File: config.mk
export PLATFORM = sky130hd
export DESIGN_NAME = text_ram_arbiter
export DESIGN_NICKNAME = d
export VERILOG_FILES = /design/src/rtl/vga_text_pkg.sv /design/src/rtl/rr_arb2.sv /design/src/rtl/text_ram_arbiter.sv
export SDC_FILE = /design/constraint.sdc
export NUM_CORES = 1
export LEC_CHECK = 0
export ABC_AREA = 1
export CAP_MARGIN = 0
export CORE_ASPECT_RATIO = 0.6
export CORE_MARGIN = 2
export CORE_UTILIZATION = 38
export DETAILED_ROUTE_END_ITERATION = 16
export PLACE_DENSITY = 0.8
export SYNTH_ARGS = -nofsm -noshare
export SYNTH_HDL_FRONTEND = slang
export SYNTH_SLANG_ARGS = --single-unit
File: constraint.sdc
create_clock -name clk -period 1.75 [get_ports clk]
set_clock_uncertainty 0.15 [all_clocks]
set_input_delay 0.2625 -clock clk [delete_from_list [all_inputs] [get_ports clk]]
set_output_delay 0.2625 -clock clk [all_outputs]
set_load 0.02 [all_outputs]
File: src/rtl/vga_text_pkg.sv
// Shared constants and types for the text-mode character RAM path.
package vga_text_pkg;

    localparam int         COLS_DEF     = 64;
    localparam int         ROWS_DEF     = 32;
    localparam int         ADDR_W_DEF   = 11;
    localparam int         DATA_W_DEF   = 8;
    localparam logic [7:0] CLR_CHAR_DEF = 8'h20;
    localparam int         TEXT_DEPTH   = COLS_DEF * ROWS_DEF;

    typedef enum logic {
        IDLE  = 1'b0,
        CLEAR = 1'b1
    } clr_state_e;

endpackage

File: src/rtl/rr_arb2.sv
// Two-requester round-robin arbiter; pointer advances past the winner on every grant.
module rr_arb2 (
    input  logic       clk,
    input  logic       rst_n,
    input  logic       en,
    input  logic [1:0] req,
    output logic [1:0] gnt
);

    logic ptr_r;

    // Grant decode: single requester wins outright, contention resolved by pointer.
    always_comb begin
        gnt = 2'b00;
        if (en) begin
            case (req)
                2'b01:   gnt = 2'b01;
                2'b10:   gnt = 2'b10;
                2'b11:   gnt = ptr_r ? 2'b10 : 2'b01;
                default: gnt = 2'b00;
            endcase
        end else begin
            gnt = 2'b00;
        end
    end

    // Pointer update: after a grant to writer 0 favour writer 1 and vice versa.
    always_ff @(posedge clk) begin
        if (!rst_n) begin
            ptr_r <= 1'b0;
        end else if (gnt != 2'b00) begin
            ptr_r <= gnt[0];
        end else begin
            ptr_r <= ptr_r;
        end
    end

endmodule

File: src/rtl/text_ram_arbiter.sv
// Single-port text RAM arbiter: display fetch > clear engine > round-robin writers.
module text_ram_arbiter
    import vga_text_pkg::*;
#(
    parameter int                COLS     = COLS_DEF,
    parameter int                ROWS     = ROWS_DEF,
    parameter int                ADDR_W   = ADDR_W_DEF,
    parameter int                DATA_W   = DATA_W_DEF,
    parameter logic [DATA_W-1:0] CLR_CHAR = CLR_CHAR_DEF
) (
    input  logic              clk,
    input  logic              rst_n,
    input  logic              disp_req,
    input  logic [ADDR_W-1:0] disp_addr,
    output logic              disp_valid,
    output logic [DATA_W-1:0] disp_data,
    input  logic              wr0_valid,
    output logic              wr0_ready,
    input  logic [ADDR_W-1:0] wr0_addr,
    input  logic [DATA_W-1:0] wr0_data,
    input  logic              wr1_valid,
    output logic              wr1_ready,
    input  logic [ADDR_W-1:0] wr1_addr,
    input  logic [DATA_W-1:0] wr1_data,
    input  logic              clr_start,
    output logic              clr_busy,
    output logic              clr_done,
    output logic              oob_err,
    output logic [ADDR_W-1:0] ram_addr,
    output logic              ram_we,
    output logic [DATA_W-1:0] ram_wdata,
    input  logic [DATA_W-1:0] ram_rdata
);

    localparam int DEPTH = COLS * ROWS;

    clr_state_e        state_r;
    logic [ADDR_W-1:0] clr_ptr_r;
    logic              disp_d1_r;
    logic              wr_en_s;
    logic [1:0]        wr_gnt_s;
    logic [ADDR_W-1:0] wr_sel_addr_s;
    logic [DATA_W-1:0] wr_sel_data_s;
    logic              wr_oob_s;
    logic              clr_write_s;
    logic              clr_last_s;

    // Writers only see the port when neither the display nor the clear engine owns it.
    assign wr_en_s = rst_n & ~disp_req & (state_r == IDLE);

    rr_arb2 u_rr_arb2 (
        .clk   (clk),
        .rst_n (rst_n),
        .en    (wr_en_s),
        .req   ({wr1_valid, wr0_valid}),
        .gnt   (wr_gnt_s)
    );

    assign wr0_ready = wr_gnt_s[0];
    assign wr1_ready = wr_gnt_s[1];

    // Selected writer payload and out-of-buffer detection (compared at full int width).
    always_comb begin
        if (wr_gnt_s[1]) begin
            wr_sel_addr_s = wr1_addr;
            wr_sel_data_s = wr1_data;
        end else begin
            wr_sel_addr_s = wr0_addr;
            wr_sel_data_s = wr0_data;
        end
        wr_oob_s = (32'(wr_sel_addr_s) >= 32'(DEPTH));
    end

    // RAM port owner mux; an out-of-range accepted write leaves the port idle.
    always_comb begin
        ram_addr    = {ADDR_W{1'b0}};
        ram_we      = 1'b0;
        ram_wdata   = {DATA_W{1'b0}};
        clr_write_s = 1'b0;
        if (!rst_n) begin
            ram_we = 1'b0;
        end else if (disp_req) begin
            ram_addr = disp_addr;
        end else if (state_r == CLEAR) begin
            ram_we      = 1'b1;
            ram_addr    = clr_ptr_r;
            ram_wdata   = CLR_CHAR;
            clr_write_s = 1'b1;
        end else if ((wr_gnt_s != 2'b00) && !wr_oob_s) begin
            ram_we    = 1'b1;
            ram_addr  = wr_sel_addr_s;
            ram_wdata = wr_sel_data_s;
        end else begin
            ram_we = 1'b0;
        end
    end

    assign clr_last_s = clr_write_s && (clr_ptr_r == ADDR_W'(DEPTH - 1));

    // Clear FSM: walks the whole buffer, stalling on display cycles.
    always_ff @(posedge clk) begin
        if (!rst_n) begin
            state_r   <= IDLE;
            clr_ptr_r <= {ADDR_W{1'b0}};
            clr_busy  <= 1'b0;
            clr_done  <= 1'b0;
        end else begin
            clr_done <= 1'b0;
            case (state_r)
                IDLE: begin
                    if (clr_start) begin
                        state_r   <= CLEAR;
                        clr_ptr_r <= {ADDR_W{1'b0}};
                        clr_busy  <= 1'b1;
                    end else begin
                        clr_busy <= 1'b0;
                    end
                end
                CLEAR: begin
                    if (clr_last_s) begin
                        state_r  <= IDLE;
                        clr_busy <= 1'b0;
                        clr_done <= 1'b1;
                    end else if (clr_write_s) begin
                        clr_ptr_r <= clr_ptr_r + {{(ADDR_W-1){1'b0}}, 1'b1};
                    end else begin
                        clr_ptr_r <= clr_ptr_r;
                    end
                end
                default: begin
                    state_r  <= IDLE;
                    clr_busy <= 1'b0;
                end
            endcase
        end
    end

    // Sticky error flag for accepted writes outside the text buffer.
    always_ff @(posedge clk) begin
        if (!rst_n) begin
            oob_err <= 1'b0;
        end else if ((wr_gnt_s != 2'b00) && wr_oob_s) begin
            oob_err <= 1'b1;
        end else begin
            oob_err <= oob_err;
        end
    end

    // Display read pipeline: RAM adds one cycle, the output register the second.
    always_ff @(posedge clk) begin
        if (!rst_n) begin
            disp_d1_r  <= 1'b0;
            disp_valid <= 1'b0;
            disp_data  <= {DATA_W{1'b0}};
        end else begin
            disp_d1_r  <= disp_req;
            disp_valid <= disp_d1_r;
            if (disp_d1_r) begin
                disp_data <= ram_rdata;
            end else begin
                disp_data <= disp_data;
            end
        end
    end

endmodule

==> qor.yml, run 1 <==
outcome: "finished with violations"
violations: "setup timing"
synthTopCellsByArea: "dfxtp_1, nand2_1, inv_1"
yosysTopAreaCellShare_pct: 29.4
htreeDepth: 1
switching_share_pct: 31.1
instances_no_fill: 454
rrSetupSlack_ps: -90
grt_pass1_wl_um: 10400
fin_nets: 459
crit_type: "reg2out"
clk_pin_slew_ps: 80
startpoint: "u_rr_arb2.ptr_r"
crit_chain: "buf_6 > a21boi_4 > nand2_4 > o21ai_1 > o21ai_1 > nand3_1 > buf_6"
finalMaxSlewViolations: 0
avgSynthCellArea_um2: 6.10
cp-end-kind: "output pin"
post-route-util_pct: 76.2
final_cell_area_mm2: 0.00321
async_flop_share_pct: 0
core-area_mm2: 0.00421
dpl.hpwl_um: 4710
fp.dieH_um: 55.8
fmax_mhz: 461
dpl-instance-area_mm2: 0.00287
gr-total-overflow: 0
grt_start_max_net_pins: 25
pwr-share-seq_pct: 39.4
drtIter0Drc: 199
slowest_delay_ps: 370
synth_ff_type: "dfxtp_1"
ys_ff_latch: 25
clk_latency_ps: 270
cts_buffers: 3
pre_cts_slack_ps: -988
setup_ws_ps: -421
synth-edff-count: 0
avgRoutedWirePerCell_um: 15.1
fin_crit_ps: 2170
ios: 97
antenna_cells: 0
drive_gt1_share_pct: 25.9
drc_errors: 0
finalSetupTns_ps: -6140
syn2layout_area_growth_pct: 88.5
wl_um: 6870
numPortBuffers: 95
firstDrtPassIters: 5
synth.most_common_cell: "nand2_1"
syn-cell-area_mm2: 0.00170
grt_pass1_vias: 2074
groute.usage.overall_pct: 25.1
antenna_left: 0
worst_path_max_delay_cell: "dfxtp_4"
setup_viol: 29
antenna_found_initial: 0
ys_types: 28
die_w_um: 90.4
dpl.cell_count: 446
rows: 18
reg2reg_to: "clr_ptr_r[1]"
reg2regPathDepth: 8
syn-num-nets: 343
root_buffer: "clkbuf_8"
viasPerCell: 5.19
post-route-period-util_pct: 124
setup.worst_path.end: "ram_addr[0]"
netlist_top_cells_count: "nand2_1, inv_1, nor2_1"
cts_tree: "yes"
clock-sinks: 25
vias: 2356
whs_path_depth: 2
initial_utilization_pct: 40.4
internal-power_mw: 1.06
gp_congestion: 0.806
maxCapViolations: 0
p_sw_mw: 0.477
vdd_ir_drop_max_uv: 299
syn_inst: 279
dieArea_mm2: 0.00505
synth_top_cell_by_area: "dfxtp_1"
startpoint_type: "register"
ys_warn_count: 0
whs_ps: 339
hp-class: "reg2reg"
p_per_area_mw_per_mm2: 479
synth_seq_area_share_pct: 29.4
arrival_ps: 1760
p_leak_nw: 1.47
hold_buffers: 0
clockBufferDepth: 2
power_frac_clock_pct: 22.2
timing.rr.start: "state_r"
hold_viol: 0
rsz0062_at_grt: "true"
crit_fanout: 7
critPathRequiredTime_ps: 1340
combPwrFrac_pct: 38.4
total_power_mw: 1.54
## critical path, delay by kind of cell, from the launching register on
| kind | cells | cell delay (ps) |
|---|---|---|
| buf+inv | 2 | 250 |
| flops | 1 | 370 |
| simple gates | 2 | 290 |
| compound gates | 3 | 580 |
## layout make-up
type                    count  area [um^2]
clock buffers               3         41.3
multi-input cells         201         1160
fillers                   287         1000
inverters                  39          161
clock inverters             1         5.00
well taps                  60         75.1
flip-flops and latches     25          505
repair buffers            125         1260
## registers in the layout, indices dropped and copies added, names as in the netlist
signal,count
clr_ptr_r,11
disp_data,8
clr_busy,1
clr_done,1
disp_d1_r,1
disp_valid,1
state_r,1
u_rr_arb2.ptr_r,1
## cell usage in the layout (no fill, tap or decap), types with 7 or more instances in the layout
| cell type | instances |
|---|---|
| clkdlybuf4s50_1 | 69 |
| nand2_1 | 58 |
| inv_1 | 34 |
| nor2_1 | 29 |
| buf_6 | 24 |
| buf_4 | 24 |
| nand3_1 | 23 |
| dfxtp_1 | 23 |
| o21ai_1 | 16 |
| nand4_1 | 11 |
| o21ai_0 | 10 |
| a21oi_1 | 9 |
| nand2_4 | 8 |
| nand2_2 | 7 |
## metal layers
| metal | vias up | track usage [%] | share of wire (%) |
|---|---|---|---|
| met5 | - | 0 | 0 |
| met4 | 0 | 2.42 | 2.0 |
| met3 | 15 | 4.74 | 6.6 |
| li1 | 1128 | - | - |
| met1 | 1106 | 35.7 | 44 |
| met2 | 107 | 41.1 | 47 |
## how the worst min path moves through the flow
stage | from | to
floorplan | ram_rdata[0] | disp_data[0]
global placement | clr_ptr_r[10] | clr_ptr_r[10]
detailed placement | clr_ptr_r[10] | clr_ptr_r[10]
CTS | clr_ptr_r[10] | clr_ptr_r[10]
global route | clr_ptr_r[10] | clr_ptr_r[10]
finish | clr_ptr_r[10] | clr_ptr_r[10]
## power groups by stage
| stage | Combinational (mW) | Clock [mW] | Sequential (mW) |
|---|---|---|---|
| 3_5_place_dp | 0.495 | 0 | 0.617 |
| 5_1_grt | 0.624 | 0.365 | 0.608 |
| 4_1_cts | 0.552 | 0.343 | 0.605 |
| 6_report | 0.590 | 0.341 | 0.605 |
| 2_1_floorplan | 0.187 | 0 | 0.630 |
| 3_3_place_gp | 0.488 | 0 | 0.616 |
## logic make-up (layout without fill, tap and decap cells)
| logic type | Yosys count | after routing | synth area share, % |
|---|---|---|---|
| fa+ha+maj | 1 | 1 | 0.735 |
| buf+inv | 54 | 168 | 13.9 |
| simple gates | 147 | 148 | 40.3 |
| flops | 25 | 25 | 29.4 |
| other cells | 1 | 1 | 0.220 |
| compound gates | 51 | 51 | 15.4 |
## repair_timing
item | CTS | global route
endpoints found under the setup margin | 36 | 34
pin swaps | 8 | 0
cloned | 1 | 0
hold endpoints to repair | 0 | 0
resized for setup | 175 | 24
buffers inserted | 3 | 0
(Power assumes the default switching activity.)
==> run 2, diff against run 1 <==
--- a/config.mk
+++ b/config.mk
@@ -7,7 +7,6 @@
 export LEC_CHECK = 0
 export ABC_AREA = 1
 export CAP_MARGIN = 0
-export CORE_ASPECT_RATIO = 0.6
 export CORE_MARGIN = 2
 export CORE_UTILIZATION = 38
 export DETAILED_ROUTE_END_ITERATION = 16
==> run 2 against run 1 <==
The flow still finishes with violations (setup timing). Register-to-register slack improved by 40 ps. Highest routed layer unchanged. Cell count shrank 2.4%. Fmax rose by 8.3%. Largest cell class unchanged. Die area is 0.36% lower. Flip-flop and latch count unchanged. Non-clock buffer count shrank 4. Global-route usage is 1.4 points lower. Clock-buffer cell count did not move. Sequential power about the same. Sequential share of layout area increased by 0.34 points. Core utilization decreased by 3.9 points. Largest power group unchanged.
==> qor.yml, run 2 (synthesized netlist as in run 1, its figures left out) <==
outcome: "finished with violations"
violations: "setup timing"
dpl.hpwl_um: 4380
p_leak_nw: 1.46
rrSetupSlack_ps: -50
drc_errors: 0
arrival_ps: 1590
fillers: 317
path_buf_inv: 3
antenna_found_initial: 0
rsz0062_at_grt: "true"
grt_pass1_wl_um: 9780
reg_top3: "clr_ptr_r: 11 flops, disp_data: 8 flops"
setup_ws_ps: -254
critPathRequiredTime_ps: 1340
initial_utilization_pct: 39.4
antenna_left: 0
p_per_area_mw_per_mm2: 485
largest_register_ffs: 11
antenna_cells: 0
final_cell_area_mm2: 0.00313
vias: 2164
final_cell_mix: "clkdlybuf4s50_1, nand2_1, inv_1, nor2_1, buf_4"
dpl-instance-area_mm2: 0.00282
setup_viol: 28
fin_nets: 456
timing.rr.start: "state_r"
worst_path_max_delay_cell: "dfxtp_2"
vdd_ir_drop_max_uv: 387
post-route-period-util_pct: 115
fin_crit_ps: 2000
ios: 97
syn2layout_area_growth_pct: 83.7
post-route-util_pct: 72.3
gp_congestion: 0.882
crit_fanout: 6
dieArea_mm2: 0.00503
multi_input_area_mm2: 0.00115
numPortBuffers: 95
cts_buffers: 3
finalMaxSlewViolations: 0
clk_latency_ps: 280
grt_pass1_vias: 2051
crit_chain: "nor3_4 > buf_12 > nand2_8 > clkbuf_16 > o21ai_2 > nand3_1 > buf_6"
hp-start: "clr_ptr_r[10]"
htreeDepth: 1
drtIter0Drc: 83
startpoint_type: "register"
hold_buffers: 0
reg2reg_to: "clr_ptr_r[5]"
gr-total-overflow: 0
rows: 24
hold_viol: 0
drive_gt1_share_pct: 27.1
die_w_um: 70.9
clk_pin_slew_ps: 90
crit_type: "reg2out"
avgRoutedWirePerCell_um: 13.7
seqCellArea_um2: 503
whs_path_depth: 2
holdPathEnd: "clr_ptr_r[10]"
fp.dieH_um: 70.9
core-area_mm2: 0.00432
clock-sinks: 25
top_register: "clr_ptr_r"
reg2regPathDepth: 8
viasPerCell: 4.88
cp-end-kind: "output pin"
final_common_cell: "clkdlybuf4s50_1"
maxCapViolations: 0
wl_um: 6050
groute.usage.overall_pct: 23.8
clockBufferDepth: 2
fmax_mhz: 499
grt_start_max_net_pins: 25
root_buffer: "clkbuf_8"
cp_top_family: "buffers and inverters"
hp-class: "reg2reg"
firstDrtPassIters: 4
cts_tree: "yes"
slowest_delay_ps: 350
[run 2: cell count changes in the layout (fill, tap and decap cells not counted), sizes merged]
cell	change
buf	-5
clkbuf	+1
clkinv	-1
nand2	+1
inv	+1
[run 2: power by group]
group / internal, mW / switching, mW / leakage [nW]
logic: 0.289 / 0.256 / 1.23
registers: 0.590 / 0.0146 / 0.205
clock network: 0.167 / 0.199 / 0.0261
[run 2: cell type report]
class	count	share of cell area, %
tap	52	2.08
inverter	39	4.92
sequential	25	16.1
clock inverter	1	0.280
timing repair buffer	121	38.4
clock buffer	3	1.32
multi-input combinational	202	36.9
[run 2: worst min-delay path: stages (launching register included)]
cell and delay [ps]:
dfxtp_1 330, inv_1 50, a21oi_1 50
[run 2: worst max-delay path by stage]
stage,start,to,cells past startpoint
after floorplan,state_r,ram_wdata[0],6
after global placement,rst_n,ram_wdata[3],8
after detailed placement,disp_req,ram_wdata[3],7
after CTS,state_r,ram_addr[9],8
after global routing,state_r,ram_addr[10],7
final,state_r,ram_addr[8],7
[run 2: through the flow]
stage / setup WS [ps] / hold slack [ps] / power (mW) / setup TNS [ps] / instances
6_report: -254 / 321 / 1.52 / -4800 / 443
5_1_grt: -334 / 354 / 1.59 / -7900 / 443
4_1_cts: -234 / 320 / 1.50 / -4060 / 442
3_5_place_dp: -886 / 307 / 1.09 / -24200 / 434
3_3_place_gp: -858 / 300 / 1.09 / -22980 / 434
2_1_floorplan: 41.7 / 247 / 0.816 / 0 / 279
[run 2: per-layer routing]
metal	up-vias	part of all wire (%)	GRT usage [%]
met4	0	1.3	7.13
met5	-	0	0
met2	73	50	42.1
li1	1120	-	-
met3	8	6.2	3.85
met1	963	43	29.6
[run 2: timing repair]
item / 4_1_cts / 5_1_grt
buffers inserted: 2 / 0
endpoints found under the hold margin: 0 / 0
pin swaps: 9 / 6
cloned: 2 / 1
setup endpoints to repair: 36 / 32
resized for setup: 165 / 18
==> run 3, diff against run 2 <==
--- a/config.mk
+++ b/config.mk
@@ -11,6 +11,7 @@
 export CORE_UTILIZATION = 38
 export DETAILED_ROUTE_END_ITERATION = 16
 export PLACE_DENSITY = 0.8
+export SLEW_MARGIN = 20
 export SYNTH_ARGS = -nofsm -noshare
 export SYNTH_HDL_FRONTEND = slang
 export SYNTH_SLANG_ARGS = --single-unit
==> results of run 3 <==
The final DEF is identical to that of run 2; final timing and power are the same.
